<file path="src/rtl/pipe_hazard_ctrl.sv">
// Purpose : stall/flush sequencer for the 5-stage pipeline (load-use, branch redirect, MDU handshake + timeout).
// Latency : stall/flush/go outputs are combinational from state and inputs; state, timeout and counters update on posedge.
// Backpr. : the MDU holds F/D/E stalled until mdu_done or timeout; a load-use hazard holds F/D for one bubble per hazard cycle.
module pipe_hazard_ctrl #(
    parameter int REG_W = 5,
    parameter int TMO   = 64,
    parameter int CNT_W = 16
) (
    input  logic             clk,
    input  logic             reset,
    input  logic [REG_W-1:0] rs1_d,
    input  logic [REG_W-1:0] rs2_d,
    input  logic [REG_W-1:0] rd_e,
    input  logic             mem_read_e,
    input  logic             pc_src_e,
    input  logic             mdu_start_e,
    input  logic             mdu_done,
    input  logic             perf_clr,
    output logic             stall_f,
    output logic             stall_d,
    output logic             stall_e,
    output logic             flush_d,
    output logic             flush_e,
    output logic             flush_m,
    output logic             mdu_go,
    output logic             mdu_busy,
    output logic             mdu_err,
    output logic [CNT_W-1:0] stall_cnt
);

    localparam int TW = (TMO > 2) ? $clog2(TMO) : 1;
    localparam logic [TW-1:0] TMO_LAST = TW'(TMO - 1);

    typedef enum logic {IDLE, BUSY} state_t;

    state_t        state;
    logic [TW-1:0] tmo;
    logic          hazard;
    logic          tmo_hit;

    // Load-use: a load in E writing a register that D reads; x0 is hardwired and never conflicts.
    assign hazard  = mem_read_e && (rd_e != '0) && ((rd_e == rs1_d) || (rd_e == rs2_d));
    assign tmo_hit = (tmo == TMO_LAST);

    // Pipeline control decode; everything is held low while reset is asserted.
    always_comb begin
        stall_f  = 1'b0;
        stall_d  = 1'b0;
        stall_e  = 1'b0;
        flush_d  = 1'b0;
        flush_e  = 1'b0;
        flush_m  = 1'b0;
        mdu_go   = 1'b0;
        mdu_busy = 1'b0;
        if (!reset) begin
            if (state == BUSY) begin
                mdu_busy = 1'b1;
                if (!mdu_done) begin
                    // On timeout the front end is released, but the hung op in E
                    // is still bubbled so no garbage result reaches M.
                    flush_m = 1'b1;
                    if (!tmo_hit) begin
                        stall_f = 1'b1;
                        stall_d = 1'b1;
                        stall_e = 1'b1;
                    end
                end
            end else if (pc_src_e) begin
                flush_d = 1'b1;
                flush_e = 1'b1;
            end else if (mdu_start_e) begin
                mdu_go  = 1'b1;
                stall_f = 1'b1;
                stall_d = 1'b1;
                stall_e = 1'b1;
                flush_m = 1'b1;
            end else if (hazard) begin
                stall_f = 1'b1;
                stall_d = 1'b1;
                flush_e = 1'b1;
            end
        end
    end

    // MDU handshake FSM with BUSY-cycle timeout and sticky error flag.
    always_ff @(posedge clk) begin
        if (reset) begin
            state   <= IDLE;
            tmo     <= '0;
            mdu_err <= 1'b0;
        end else begin
            case (state)
                IDLE: begin
                    if (!pc_src_e && mdu_start_e) begin
                        state <= BUSY;
                        tmo   <= '0;
                    end
                end
                BUSY: begin
                    if (mdu_done) begin
                        state <= IDLE;
                    end else if (tmo_hit) begin
                        state   <= IDLE;
                        mdu_err <= 1'b1;
                    end else begin
                        tmo <= tmo + 1'b1;
                    end
                end
                default: state <= IDLE;
            endcase
        end
    end

    // Saturating stall-cycle counter; a clear wins over a same-cycle increment.
    always_ff @(posedge clk) begin
        if (reset || perf_clr) begin
            stall_cnt <= '0;
        end else if (stall_f && (stall_cnt != {CNT_W{1'b1}})) begin
            stall_cnt <= stall_cnt + 1'b1;
        end
    end

endmodule

</file>
<file path="config.mk">
export PLATFORM = sky130hd
export DESIGN_NAME = pipe_hazard_ctrl
export DESIGN_NICKNAME = d
export VERILOG_FILES = /design/src/rtl/pipe_hazard_ctrl.sv
export SDC_FILE = /design/constraint.sdc
export NUM_CORES = 1
export LEC_CHECK = 0
export CAP_MARGIN = 10
export CORE_ASPECT_RATIO = 0.8
export CORE_MARGIN = 2
export CORE_UTILIZATION = 46
export DETAILED_ROUTE_END_ITERATION = 10
export GPL_TIMING_DRIVEN = 0
export HOLD_SLACK_MARGIN = 0.03
export PLACE_DENSITY = 0.8
export SYNTH_ARGS = -nofsm -noshare
export SYNTH_HDL_FRONTEND = slang
export SYNTH_SLANG_ARGS = --single-unit
</file>
<file path="constraint.sdc">
create_clock -name clk -period 3.3 [get_ports clk]
set_input_delay 0.825 -clock clk [delete_from_list [all_inputs] [get_ports clk]]
set_output_delay 0.825 -clock clk [all_outputs]
set_load 0.02 [all_outputs]
</file>
# [After elaboration in Yosys (flattened, before gate mapping)]
# Index checks and enable logic that the tools add are counted.
[totals] ff_bits=24 elab_cells=56 in_bits=22
[classes] n_eq_ne=7 n_reduce_logical=10 bitwise_logic=2 addsub=2 muxes=31
[op_table] operator="two-way mux 1 bit" count=26
[op_table] operator="two-way mux 6 bit" count=3
[op_table] operator="adder 16 x 1 -> 16 bit, second input constant" count=1
[op_table] operator="!= test 16 bit, second input constant" count=1
[op_table] operator="one-hot mux 6 bit (2 select lines)" count=1
[op_table] operator="== test 5 bit" count=2
[op_table] operator="adder 6 x 1 -> 6 bit, second input constant" count=1
[op_table] operator="== test 6 bit, second input constant" count=1
[op_table] operator="!= test 2 bit, second input constant" count=3
[op_table] operator="AND reduction 3 bit" count=2
[op_table] operator="nonzero test 5 bit" count=1
[op_table] operator="logical AND 1 bit" count=4
[op_table] operator="logical OR 1 bit" count=2
[op_table] operator="inverter 1 bit" count=2
[op_table] operator="one-hot mux 1 bit (2 select lines)" count=1
[op_table] operator="zero test 1 bit" count=1

# [Longest topological paths before layout]
[logic_depth] ltp_word=9 depth_mapped=9

# [Least setup slack after synthesis]
# No wires, ideal clock.
[synth_path] path_kind="input to output" from="input port rd_e[1]" to="output port stall_f" stages=6 path_buffers=2 arrival_time_ns=2.237 slack_ns=0.238 cell_sequence="or4_1 o21a_1 a31oi_4 buf_6 inv_1 buf_4"
[synth_via] elab_chain_len=8 word_cells_on_any_way=11 cone_classes="2 x eq/ne; 5 x mux; 4 x reduce/logical"
[synth_lines] item="start, declared" line="13" rtl="input logic [REG_W-1:0] rd_e,"
[synth_lines] item="== test 5 bit / nonzero test 5 bit (equally long branches)" line="42" rtl="assign hazard = mem_read_e && (rd_e != '0) && ((rd_e == rs1_d) || (rd_e == rs2_d));"
[synth_lines] item="logical OR 1 bit / logical AND 1 bit (equally long branches)" line="42"
[synth_lines] item="logical AND 1 bit (*)" line="42"
[synth_lines] item="two-way mux 1 bit (*) (5 in a row)"
[synth_lines] item="end, declared" line="19" rtl="output logic stall_f,"
# Every way passes the cells marked *; elsewhere a longest branch is shown, timed or not.

# [Worst setup path in the final report]
[layout_path] from="input port rd_e[3]" to="output port stall_f"
[layout_via] elab_chain_len=8 word_cells_on_any_way=11 cone_classes="2 x eq/ne; 5 x mux; 4 x reduce/logical"
[layout_lines] item="== test 5 bit / nonzero test 5 bit (equally long branches)" line="42"
[layout_lines] item="logical OR 1 bit / logical AND 1 bit (equally long branches)" line="42"
[layout_lines] item="logical AND 1 bit (*)" line="42"
[layout_lines] item="two-way mux 1 bit (*)" line="77" rtl="end else if (hazard) begin"
[layout_lines] item="two-way mux 1 bit (*)" line="71" rtl="end else if (mdu_start_e) begin"
[layout_lines] item="two-way mux 1 bit (*)" line="68" rtl="end else if (pc_src_e) begin"
[layout_lines] item="two-way mux 1 bit (*)" line="56" rtl="if (state == BUSY) begin"
[layout_lines] item="two-way mux 1 bit (*)" line="55" rtl="if (!reset) begin"
# Marks and branches as above.

==> results.json <==
{
  "hp-class": "flip-flop to flip-flop",
  "start_util_pct": 47.88,
  "io_buffers": 46,
  "slowest_stage": "or4_1",
  "finClkSkew_ns": 0.01157,
  "drt_wl_total_mm": 3.413,
  "r2r_slack_ns": 0.86,
  "ys_seq_area_share_pct": 32.76,
  "ir_drop_v": 0.0002602,
  "grt-ovfl-total": 0,
  "timing.final.crit_period_ns": 3.231,
  "coreArea_um2": 3063,
  "ant_nets": 0,
  "path_clk_slew_ns": 0.08,
  "gp_routability_congestion": 0.7494,
  "synthCells": 162,
  "placed_area_um2": 1977,
  "n_antenna_cell": 0,
  "avgSynthCellArea_um2": 9.052,
  "startpoint_type": "primary input",
  "clockBufferDepth": 2,
  "fin_crit_sh_pct": 97.91,
  "slowest_delay_ns": 0.54,
  "min_path_cells": 2,
  "synth_edf_count": 0,
  "hold_viol": 0,
  "grt_pass1_vias": 1230,
  "dpl.cell_count": 248,
  "grt_max_degree": 15,
  "hold_end": "tmo[1]",
  "antenna_found_initial": 0,
  "p_leak_uw": 0.0007650,
  "yosysMostFrequentCell": "dfxtp_1",
  "vias": 1354,
  "drcViolationCount": 0,
  "h-tree-depth": 1,
  "power.density_nw_per_um2": 318.0,
  "r2r_cells": 10,
  "placementRows": 18,
  "die_y_um": 54.50,
  "fin_nets": 239,
  "synthesis.nets": 186,
  "netlist_area_um2": 1466,
  "synthArstFlopShare_pct": 0,
  "crit_chain": "dlygate4sd2_1 -> or4_1 -> o21a_1 -> a31oi_4 -> inv_1 -> buf_4 -> buf_4",
  "fin_cells": 254,
  "yosysWarnings": 0,
  "synth_area_leaders": "dfxtp_1, xnor2_1, nor2_1",
  "outcome": "finished, final reports clean",
  "setup_viol": 0,
  "yosysTopAreaCell": "dfxtp_1",
  "relSlewSlack_pct": 60.05,
  "rr_endpoint": "stall_cnt[15]",
  "cp_common_cell": "buf_4",
  "cts-root-buf": "clkbuf_8",
  "die_x_um": 67.13,
  "r2r-start": "tmo[0]",
  "report.final.slew_viol_count": 0,
  "num_io_pins": 47,
  "synth_cell_types": 42,
  "viasPerCell": 5.331,
  "worst_setup_path_end_kind": "primary output",
  "numCtsBuffers": 3,
  "timing.fmax_ghz": 0.3095,
  "cts_tree": "built",
  "dieArea_um2": 3658,
  "ys.flop_type": "dfxtp_1",
  "max_slew.worst_pin.slew_ns": 0.5974,
  "worstHoldStart": "tmo[1]",
  "drive_above_1_share_pct": 15.89,
  "timing_worst_setup_path_type": "primary input to primary output",
  "cp_max_fo": 3,
  "area_delta_synth_final_pct": 41.04,
  "cts.hold.buffers_added": 0,
  "design_area_um2": 2068,
  "drt_iter0_drc": 37,
  "synth_top_cell_area_share_pct": 32.76,
  "clock_latency_ns": 0.27,
  "critPathBufInv": 4,
  "grt_first_pass_wirelength_mm": 5.464,
  "critPathArrivalTime_ns": 2.41,
  "drv_cap": 0,
  "wl_per_cell_um": 13.44,
  "synth_common_cells": "dfxtp_1, nor2_1, xnor2_1, nand2_1, a21oi_1",
  "clock_sinks": 24,
  "hpwlAfterDp_mm": 2.522,
  "rsz0062_at_grt": "false",
  "critPathRequiredTime_ns": 2.47,
  "ys_ff_latch": 24,
  "grt_usage_pct": 20.02,
  "drtPass1Iterations": 4,
  "critical_path.top_delay_family": "buffers and inverters"
}
cell type report:
type                            count  area (µm²)
Tap cell                           40       50.05
Sequential cell                    24       480.5
Clock inverter                      1       30.03
Timing Repair Buffer               49       476.7
Fill cell                         253       994.7
Clock buffer                        3       41.29
Multi-Input combinational cell    128       943.4
Buffer                              5       31.28
Inverter                            4       15.01
per-stage QoR:
step	hold slack (ns)	util (%)	power (µW)	TNS [ns]	worst slack [ns]
after floorplan	0.4668	-	354.6	0	0.2382
after global placement	0.4568	64.54	403.3	-1.931	-0.7377
after detailed placement	0.4779	64.54	406.1	-2.125	-0.7621
after CTS	0.5017	67.32	662.8	-0.002559	-0.002559
after global routing	0.5400	67.52	687.4	0	0.01274
final	0.5061	67.52	657.8	0	0.06910
power by group:
group	switching [µW]	total (µW)	internal (µW)	leakage, µW
registers	1.78	293	291	0.000193
clock network	95.0	257	162	0.0000357
logic	54.1	108	53.9	0.000536
total	151	658	507	0.000765
worst register-to-register path, delay by kind of cell (launching register included):
family	cells	cell delay (ns)
compound gates	4	0.87
simple gates	3	0.60
flops	1	0.35
buf+inv	2	0.29
fa+ha+maj	1	0.24
state kept, by name, indices dropped and copies added, names as in the netlist:
signal and count:
stall_cnt 16, state 1, mdu_err 1, tmo 6
worst max path at each step:
stage	depth (start not counted)	end	from
3_3_place_gp	8	stall_f	rd_e[1]
5_1_grt	7	stall_f	rd_e[3]
2_1_floorplan	6	stall_f	rd_e[1]
4_1_cts	5	flush_m	pc_src_e
3_5_place_dp	8	stall_f	rd_e[1]
6_report	7	stall_f	rd_e[3]
placed cells by master (no fill, tap or decap), types with 5 or more instances in the layout:
cell type        instances
a21oi_1                  8
dlygate4sd2_1            6
buf_4                    5
nand2_1                 13
dfxtp_1                 24
nand4_1                  5
nor2_1                  22
clkdlybuf4s50_1         34
xnor2_1                 20
cells by family (layout without fill, tap and decap cells):
logic type / Yosys count / count (layout) / share of synthesized area [%]
buf+inv: 10 / 62 / 3.839
flops: 24 / 24 / 32.76
mux: 1 / 1 / 0.6826
simple gates: 77 / 77 / 33.70
compound gates: 25 / 25 / 13.57
xor+xnor: 23 / 23 / 13.74
fa+ha+maj: 2 / 2 / 1.706
timing repair:
item,in CTS,in global routing
pin swaps,2,3
setup endpoints to repair,8,6
gates resized for setup,16,7
setup buffers,2,1
per-layer routing:
layer	part of all wire [%]	track usage, %	up-vias
met5	0	0	-
met4	0.56	4.082	0
met3	6.0	6.173	5
met2	50	36.14	49
met1	43	23.68	617
li1	-	-	683
Note: power is estimated with default switching activity, not from simulation.
